`src/rtl/hold_gen.sv`:
```
// hold_gen: programmable pulse-train generator.
// After an accepted start it waits delay_len cycles, then emits repeat_n
// high pulses of hold_len cycles separated by gap_len low cycles.
// Zero lengths for hold/gap/repeat behave as 1; a zero delay goes straight
// to the first high cycle.
//
// Ports:
//   rstn      - asynchronous active-low reset
//   clk       - clock, rising edge
//   start     - begin a train (sampled only while idle)
//   abort     - synchronous cancel; wins over start
//   delay_len - cycles between acceptance latency and first high cycle
//   hold_len  - high cycles per pulse
//   gap_len   - low cycles between pulses
//   repeat_n  - pulses per train
//   out       - registered output level
//   busy      - train in progress
//   done      - one-cycle pulse on normal completion
module hold_gen #(
  parameter int unsigned CNT_W = 16
) (
  input  logic             rstn,
  input  logic             clk,
  input  logic             start,
  input  logic             abort,
  input  logic [CNT_W-1:0] delay_len,
  input  logic [CNT_W-1:0] hold_len,
  input  logic [CNT_W-1:0] gap_len,
  input  logic [7:0]       repeat_n,
  output logic             out,
  output logic             busy,
  output logic             done
);

  typedef enum logic [1:0] {IDLE, DELAY, HOLD, GAP} state_t;

  state_t           state, state_n;
  logic [CNT_W-1:0] cnt, cnt_n;
  logic [7:0]       rep_cnt, rep_n;
  logic [CNT_W-1:0] lat_delay, lat_delay_n;
  logic [CNT_W-1:0] lat_hold, lat_hold_n;
  logic [CNT_W-1:0] lat_gap, lat_gap_n;
  logic             out_n, done_n;

  // Counters hold "cycles remaining minus one", so a length of 0 or 1 both
  // give a single cycle and the maximum length still fits without wrapping.
  function automatic logic [CNT_W-1:0] len_m1(input logic [CNT_W-1:0] len);
    return (len == '0) ? '0 : len - 1'b1;
  endfunction

  always_ff @(posedge clk or negedge rstn) begin
    if (!rstn) begin
      state     <= IDLE;
      cnt       <= '0;
      rep_cnt   <= '0;
      lat_delay <= '0;
      lat_hold  <= '0;
      lat_gap   <= '0;
      out       <= 1'b0;
      done      <= 1'b0;
    end else begin
      state     <= state_n;
      cnt       <= cnt_n;
      rep_cnt   <= rep_n;
      lat_delay <= lat_delay_n;
      lat_hold  <= lat_hold_n;
      lat_gap   <= lat_gap_n;
      out       <= out_n;
      done      <= done_n;
    end
  end

  assign busy = (state != IDLE);

  // out/done are computed from the next state so they are registered yet
  // aligned with the state they describe.
  always_comb begin
    state_n     = state;
    cnt_n       = cnt;
    rep_n       = rep_cnt;
    lat_delay_n = lat_delay;
    lat_hold_n  = lat_hold;
    lat_gap_n   = lat_gap;
    out_n       = 1'b0;
    done_n      = 1'b0;
    if (abort) begin
      state_n = IDLE;
      cnt_n   = '0;
      rep_n   = '0;
    end else begin
      unique case (state)
        IDLE: begin
          if (start) begin
            lat_delay_n = delay_len;
            lat_hold_n  = hold_len;
            lat_gap_n   = gap_len;
            rep_n       = (repeat_n == '0) ? '0 : repeat_n - 8'd1;
            if (delay_len != '0) begin
              state_n = DELAY;
              cnt_n   = delay_len - 1'b1;
            end else begin
              state_n = HOLD;
              cnt_n   = len_m1(hold_len);
              out_n   = 1'b1;
            end
          end
        end
        DELAY, GAP: begin
          if (cnt == '0) begin
            state_n = HOLD;
            cnt_n   = len_m1(lat_hold);
            out_n   = 1'b1;
          end else begin
            cnt_n = cnt - 1'b1;
          end
        end
        HOLD: begin
          if (cnt == '0) begin
            if (rep_cnt == '0) begin
              state_n = IDLE;
              done_n  = 1'b1;
            end else begin
              state_n = GAP;
              cnt_n   = len_m1(lat_gap);
              rep_n   = rep_cnt - 8'd1;
            end
          end else begin
            cnt_n = cnt - 1'b1;
            out_n = 1'b1;
          end
        end
        default: state_n = IDLE;
      endcase
    end
  end

endmodule

```
`config.mk`:
```
export PLATFORM = sky130hd
export DESIGN_NAME = hold_gen
export DESIGN_NICKNAME = d
export VERILOG_FILES = /design/src/rtl/hold_gen.sv
export SDC_FILE = /design/constraint.sdc
export NUM_CORES = 1
export LEC_CHECK = 0
export ABC_AREA = 1
export CAP_MARGIN = 20
export CORE_ASPECT_RATIO = 0.6
export CORE_MARGIN = 4
export CORE_UTILIZATION = 58
export DETAILED_ROUTE_END_ITERATION = 8
export GPL_TIMING_DRIVEN = 0
export HOLD_SLACK_MARGIN = 0.15
export PLACE_DENSITY = 0.82
export SLEW_MARGIN = 10
export SYNTH_ARGS = -nofsm -noshare
export SYNTH_HDL_FRONTEND = slang
export SYNTH_SLANG_ARGS = --single-unit
```
`constraint.sdc`:
```
create_clock -name clk -period 2.6 [get_ports clk]
set_clock_uncertainty 0.15 [all_clocks]
set_input_delay 0.39 -clock clk [delete_from_list [all_inputs] [get_ports clk]]
set_output_delay 0.39 -clock clk [all_outputs]
set_load 0.005 [all_outputs]
```
Word level (Yosys, flattened, before mapping) --
Index checks and enable logic that the tools add are counted.
Operators by class: add/subtract/negate cells 7, equal/unequal tests 8, mux-type cells 33, bitwise logic cells 1, reductions and logical operators 15
Operators with widths (count):
- 2-to-1 mux 16 bit | 9
- subtractor 16 x 1 -> 16 bit, second input constant | 5
- logical NOT 16 bit | 4
- case mux 16 bit (3 select lines) | 1
- 2-to-1 mux 8 bit | 5
- logical NOT 8 bit | 2
- case mux 8 bit (2 select lines) | 1
- nonzero test 16 bit | 1
- subtractor 8 x 1 -> 8 bit, second input constant | 2
- 2-to-1 mux 2 bit | 6
- != test 3 bit, second input constant | 4
- 2-to-1 mux 1 bit | 9
- case mux 2 bit (3 select lines) | 1
- AND reduction 3 bit | 2
- equality test 2 bit, second input constant | 2
- != test 4 bit, second input constant | 1
- AND reduction 4 bit | 1
- case mux 1 bit (3 select lines) | 1
- nonzero test 3 bit | 1
- equality test 2 x 1 -> 1 bit, second input constant | 1
- logical NOT 2 bit | 1
- AND reduction 2 bit | 1
- nonzero test 2 bit | 1
- OR reduction 2 bit | 1
- inverter 1 bit | 1
Storage, ports and cells: bits in registers 60, input bits 60, output and inout bits 3, logic and storage cells 71

Depth between registers and ports, before layout --
Gate-level depths: netlist of the first run.
depth in word-level cells 6, depth in mapped cells 15

Worst setup path after synthesis of the first run --
OpenSTA, ideal clock, no wires.
kind input to register, start input port delay_len[0], end register cnt[2], arrival 1.568 ns, data required time 2.374 ns, path slack 0.805 ns, stages 10, path through inv_1 > ha_1 > nand2_1 > nor2_1 > nand2_1 > nor2_4 > nand2_2 > o21ai_0 > nand3_1 > o21ai_1
On the way: cells in the longest elaborated chain, start to end 5
RTL lines:
- start: declaration | line 26 | input logic [CNT_W-1:0] delay_len,
- subtractor 16 x 1 -> 16 bit or nonzero test 16 bit (tied branches) | line 100, 98
- 2-to-1 mux 16 bit * | line 98 | if (delay_len != '0) begin
- 2-to-1 mux 16 bit * | line 93 | if (start) begin
- case mux 16 bit (3 select lines) * | line 91 | unique case (state)
- 2-to-1 mux 16 bit * | line 86 | if (abort) begin
- end signal: assignment | line 63 | cnt <= cnt_n;
- end: declaration | line 38 | logic [CNT_W-1:0] cnt, cnt_n;
Every way passes the cells marked *; elsewhere a longest branch is shown, timed or not. The select of a mux whose other input is x is not followed. A chain may end at the register's enable or synchronous reset.

Final worst setup path of the first run --
start register state[0], end output port busy
On the way: cells in the longest elaborated chain, start to end 1
RTL lines:
- start: declaration | line 37 | state_t state, state_n;
- start signal: assignment | line 62 | state <= state_n;
- nonzero test 2 bit | line 73 | assign busy = (state != IDLE);
- end: declaration | line 31 | output logic busy,
Every way passes these cells.

==> impl_metrics.json, run 1 <==
{
  "gp_congestion": 1.017,
  "wire_per_inst_um": 15.26,
  "synth-edff-count": 0,
  "fin_crit_sh_pct": 97.37,
  "cts_tree": "built",
  "ys.flop_type": "dfrtp_1",
  "setup_viol": 0,
  "ys_seq_elements": 60,
  "fin_nets": 1131,
  "io_pins": 63,
  "post-dp-hpwl_um": 14520,
  "clk-insertion-delay-late_ps": 330,
  "syn_avg_cell_area_um2": 5.747,
  "syn_nets": 1057,
  "r2r-end": "cnt[6]",
  "cts_buffers": 9,
  "crit_top_cell": "buf_2",
  "post-place-ws_ps": -285.2,
  "tightest_slew_ps": 777.7,
  "syn2layout_area_growth_pct": 18.53,
  "die_h_um": 84.57,
  "n_fill_cell": 871,
  "diodes": 0,
  "status": "complete, no violations",
  "cp_max_fo": 10,
  "cts_sinks": 60,
  "clk_pin_slew_ps": 60,
  "overflow": 0,
  "grt_start_max_net_pins": 61,
  "crit_type": "reg2out",
  "rr_startpoint": "rep_cnt[0]",
  "worstSetupStartpointType": "flip-flop",
  "path_cells": "buf_2 -> nor2_2 -> inv_2 -> buf_2 -> clkdlybuf4s50_1",
  "drive_gt1_share_pct": 4.605,
  "final_cell_mix": "nand2_1 (314), nor2_1 (166), inv_1 (126)",
  "cp_slowest_cell": "clkdlybuf4s50_1",
  "grt_pass1_wl_um": 29180,
  "htree_levels": 3,
  "ys_warn_count": 0,
  "arrival_ps": 1990,
  "io_buffers": 62,
  "drt_pass1_iterations": 5,
  "p_leak_uw": 0.003362,
  "dieArea_mm2": 0.01147,
  "rsz0062_at_grt": "false",
  "holdPathStages": 2,
  "slowest_delay_ps": 560,
  "seq_area_mm2": 0.001501,
  "peakVddDrop_mv": 0.7316,
  "antenna_found_initial": 0,
  "grt_util_all_layers_pct": 31.91,
  "fmax_mhz": 395.0,
  "final-max-slew-violation-count": 0,
  "power_density_mw_per_mm2": 1057,
  "fin_tns_setup_ps": 0,
  "multi_input_area_mm2": 0.003590,
  "ant_nets": 0,
  "slew_headroom_pct": 48.15,
  "mostFrequentLayoutCell": "nand2_1",
  "cts_buffer_depth": 2,
  "postSynthCellCount": 986,
  "hold_path_class": "reg2reg",
  "endpoint_kind": "primary output",
  "required_ps": 2060,
  "post-route-drc-count": 0,
  "synth_cell_types": 34,
  "coreArea_mm2": 0.009358,
  "max-cap-violations": 0,
  "final_util_pct": 71.77,
  "wl_um": 18220,
  "hold_viol": 0,
  "worst_slack_ps": 68.44,
  "min_period_ps": 2532,
  "rows": 27,
  "dr_total_vias": 6687,
  "root_buffer": "clkbuf_16",
  "viasPerCell": 5.601,
  "r2r_cells": 11,
  "ff2ff_setup_slack_ps": 230,
  "initial_core_util_pct": 60.56,
  "drt_iter0_markers": 868,
  "hold_end": "cnt[0]",
  "hold_start": "cnt[0]",
  "grt_pass1_vias": 5827,
  "fp.dieW_um": 135.6,
  "synth_area_mm2": 0.005667,
  "seq_area_frac_synth_pct": 26.50,
  "synth-async-reset-ratio_pct": 100.0
}
## per-stage QoR
stage	total power (µW)	cells	hold slack, ps	cell area, µm²
after floorplan	4589	986	-55.59	5667
after global placement	5744	1178	315.7	6450
after detailed placement	5818	1178	315.9	6447
after CTS	6921	1194	330.5	6716
after global routing	7645	1194	355.7	6716
final	7097	1194	331.4	6716
## timing repair
| action | CTS | global route |
|---|---|---|
| setup buffers | 0 | 0 |
| resized for setup | 0 | 3 |
| setup endpoints to repair | 0 | 3 |
| hold buffers | 1 | 0 |
| endpoints found under the hold margin | 60 | 0 |
## per-layer routing
| layer | vias to the layer above | track usage [%] | wire (µm) |
|---|---|---|---|
| met5 | - | 0 | 0 |
| met4 | 0 | 6.313 | 307 |
| met3 | 35 | 11.80 | 2597 |
| met2 | 419 | 40.48 | 6716 |
| met1 | 2946 | 50.28 | 8600 |
| li1 | 3287 | - | - |
## worst max-delay path by stage
stage,startpoint,slack [ps],endpoint
2_1_floorplan,delay_len[0],810,cnt[2]
6_report,state[0],70,busy
3_3_place_gp,rstn,-960,lat_hold[7]
3_5_place_dp,delay_len[0],-290,cnt[4]
5_1_grt,state[0],10,busy
4_1_cts,delay_len[0],60,cnt[4]
## critical path, delay by kind of cell (launching register included)
kind / cells / cell delay [ps]
buffers and inverters: 4 / 1230
and+or+nand+nor: 1 / 120
DFF: 1 / 310
## state kept, by name, summed over array words and instances, names as in the netlist
| signal | flops |
|---|---|
| lat_hold | 16 |
| state | 2 |
| cnt | 16 |
| done | 1 |
| rep_cnt | 8 |
| lat_gap | 16 |
| out | 1 |
## cell type report
type	count	area share, %
Clock inverter	5	0.4471
Inverter	131	7.321
Timing Repair Buffer	63	9.352
Sequential cell	60	22.35
Tap cell	130	2.422
Multi-Input combinational cell	779	53.45
Buffer	16	1.248
Clock buffer	10	3.409
## logic make-up after synthesis
logic type	after synthesis	share of synthesized area, %
adders and majority gates	11	2.429
and+or+nand+nor	643	47.67
muxes	1	0.1987
xor gates and xnor gates	21	3.246
DFF	60	26.50
buffers and inverters	147	10.16
AOI/OAI and AO/OA	103	9.804
## synth_stat cells (2+ instances only)
master	instances	share of area (%)
nand3b_1	2	0.26
buf_6	2	0.40
nand4_1	21	2.3
or2_2	4	0.44
a21oi_1	35	3.1
nand3_2	2	0.35
clkbuf_1	9	0.60
inv_1	126	8.3
nor2_1	166	11
ha_1	11	2.4
dfrtp_1	60	26
nand2_2	5	0.55
xor2_1	17	2.6
inv_2	4	0.26
o22ai_1	7	0.77
o21ai_1	5	0.44
nor2_4	3	0.60
nand2_1	314	21
a31oi_1	2	0.22
nand3_1	114	10
o21ai_0	49	4.3
buf_2	4	0.35
nor3_1	5	0.44
xnor2_1	4	0.62
nor2_2	6	0.66
## power by group
| group | switching, µW | internal (µW) | total (µW) |
|---|---|---|---|
| logic | 2810 | 1340 | 4150 |
| registers | 501 | 1370 | 1880 |
| clock network | 438 | 633 | 1070 |
| total | 3750 | 3340 | 7100 |
(Power assumes the default switching activity.)
==> inputs of run 2 (changes only) <==
--- a/config.mk
+++ b/config.mk
@@ -10,10 +10,11 @@
 export CORE_ASPECT_RATIO = 0.6
 export CORE_MARGIN = 4
 export CORE_UTILIZATION = 58
+export CTS_CLUSTER_SIZE = 8
 export DETAILED_ROUTE_END_ITERATION = 8
 export GPL_TIMING_DRIVEN = 0
 export HOLD_SLACK_MARGIN = 0.15
-export PLACE_DENSITY = 0.82
+export PLACE_DENSITY = 0.94
 export SLEW_MARGIN = 10
 export SYNTH_ARGS = -nofsm -noshare
 export SYNTH_HDL_FRONTEND = slang
==> impl_metrics.json, run 2 (same netlist as run 1, synthesis figures left out) <==
{
  "status": "complete, no violations",
  "cp_max_fo": 10,
  "reg_top3": "cnt (16), lat_gap (16), lat_hold (16)",
  "post-route-drc-count": 0,
  "root_buffer": "clkbuf_16",
  "tightest_slew_ps": 788.3,
  "wl_met2_um": 7212,
  "fp.dieW_um": 135.6,
  "io_buffers": 62,
  "dr_total_vias": 6886,
  "grt_start_max_net_pins": 61,
  "hold_start": "cnt[0]",
  "drt_pass1_iterations": 6,
  "grt_pass1_wl_um": 30310,
  "fin_nets": 1131,
  "route.met3.wl_um": 2976,
  "fin_tns_setup_ps": 0,
  "antenna_found_initial": 0,
  "worstSetupStartpointType": "flip-flop",
  "slowest_delay_ps": 560,
  "netSwitchingFraction_pct": 51.96,
  "setup_viol": 0,
  "wl_met1_um": 8175,
  "r2r_cells": 11,
  "diodes": 0,
  "rsz0062_at_grt": "false",
  "io_pins": 63,
  "rows": 27,
  "cts_tree": "built",
  "initial_core_util_pct": 60.56,
  "power_frac_seq_pct": 26.1,
  "ff2ff_setup_slack_ps": 260,
  "crit_family": "buffers and inverters",
  "wl_um": 18670,
  "final_cell_mix": "nand2_1 (314), nor2_1 (166), inv_1 (126)",
  "overflow": 0,
  "grt_util_all_layers_pct": 33.22,
  "dieArea_mm2": 0.01147,
  "switching_power_uw": 3747,
  "peakVddDrop_mv": 0.5871,
  "r2r-end": "cnt[15]",
  "n_fill_cell": 862,
  "p_int_uw": 3464,
  "crit_type": "reg2out",
  "arrival_ps": 1990,
  "fmax_mhz": 394.9,
  "p_leak_uw": 0.003379,
  "seq_area_mm2": 0.001501,
  "hold_end": "cnt[0]",
  "hold_path_class": "reg2reg",
  "slew_headroom_pct": 47.44,
  "gp_congestion": 1.005,
  "viasPerCell": 5.777,
  "path_cells": "buf_2 -> nor2_4 -> inv_2 -> buf_2 -> clkdlybuf4s50_1",
  "final-max-slew-violation-count": 0,
  "max-cap-violations": 0,
  "post-place-cells": 1178,
  "holdWs_ps": 338.6,
  "drt_iter0_markers": 1086,
  "htree_levels": 3,
  "die_h_um": 84.57,
  "endpoint_kind": "primary output",
  "power_density_mw_per_mm2": 1070,
  "clk_pin_slew_ps": 50,
  "post-dp-hpwl_um": 14510,
  "cts_buffer_depth": 2,
  "clk-insertion-delay-late_ps": 340,
  "cp.depth": 5,
  "cts_setup_buffers": 0,
  "coreArea_mm2": 0.009358,
  "top_layer": "met4",
  "cts_sinks": 60,
  "syn2layout_area_growth_pct": 18.97,
  "p_total_uw": 7211,
  "ant_nets": 0,
  "grt_pass1_vias": 6133,
  "crit_top_cell": "buf_2",
  "holdPathStages": 2,
  "worst-path-buf-inv": 4,
  "fin_crit_sh_pct": 97.40,
  "drive_gt1_share_pct": 4.520,
  "required_ps": 2060,
  "layout.cells.non_filler": 1192,
  "p_clk_share_pct": 16.2,
  "p_comb_share_pct": 57.7,
  "min_period_ps": 2532,
  "hold_viol": 0,
  "cp_slowest_cell": "clkdlybuf4s50_1",
  "mostFrequentLayoutCell": "nand2_1",
  "multi_input_area_mm2": 0.003595,
  "rr_startpoint": "rep_cnt[0]",
  "wire_per_inst_um": 15.66,
  "cts_buffers": 9
}
run 2: worst max path at each step:
stage,startpoint,to,slack [ps]
global route,state[0],busy,9
CTS,state[0],busy,60
detailed placement,delay_len[0],cnt[4],-250
finish,state[0],busy,70
global placement,rstn,lat_hold[8],-960
floorplan,delay_len[0],cnt[2],810
run 2: per-layer routing:
| layer | vias to the layer above | track usage [%] |
|---|---|---|
| li1 | 3287 | - |
| met1 | 3064 | 52.08 |
| met2 | 498 | 44.18 |
| met3 | 37 | 9.820 |
| met4 | 0 | 7.045 |
| met5 | - | 0 |
run 2: power by group through the flow:
stage               Clock, µW  Combinational, µW  Sequential (µW)
global placement            0               3870             1840
finish                   1170               4160             1880
global route             1210               4630             1940
CTS                      1160               3990             1850
floorplan                   0               2870             1710
detailed placement          0               3940             1850
run 2: through the flow:
step | setup slack [ps] | utilization, % | area (µm²)
after CTS | 55.66 | 71.99 | 6736
after global routing | 8.615 | 72.04 | 6741
final | 67.56 | 72.04 | 6741
after detailed placement | -247.7 | 68.90 | 6447
after global placement | -957.1 | 68.93 | 6450
after floorplan | 805.3 | - | 5667
run 2: area by class of cell:
cell class,instances,share of cell area [%]
clock inverters,3,0.5939
clock buffers,10,3.545
flip-flops and latches,60,22.27
multi-input cells,779,53.32
repair buffers,63,9.317
inverters,131,7.294
well taps,130,2.413
plain buffers,16,1.244
run 2: worst min-delay path, cell delays in order (launching register included):
cell and delay, ps:
dfrtp_1 340, nand2_1 60, nand2_1 60
run 2: repair_timing:
action	in CTS	in global routing
setup endpoints to repair	0	3
hold endpoints to repair	60	0
gates resized for setup	0	3
hold buffers	1	0
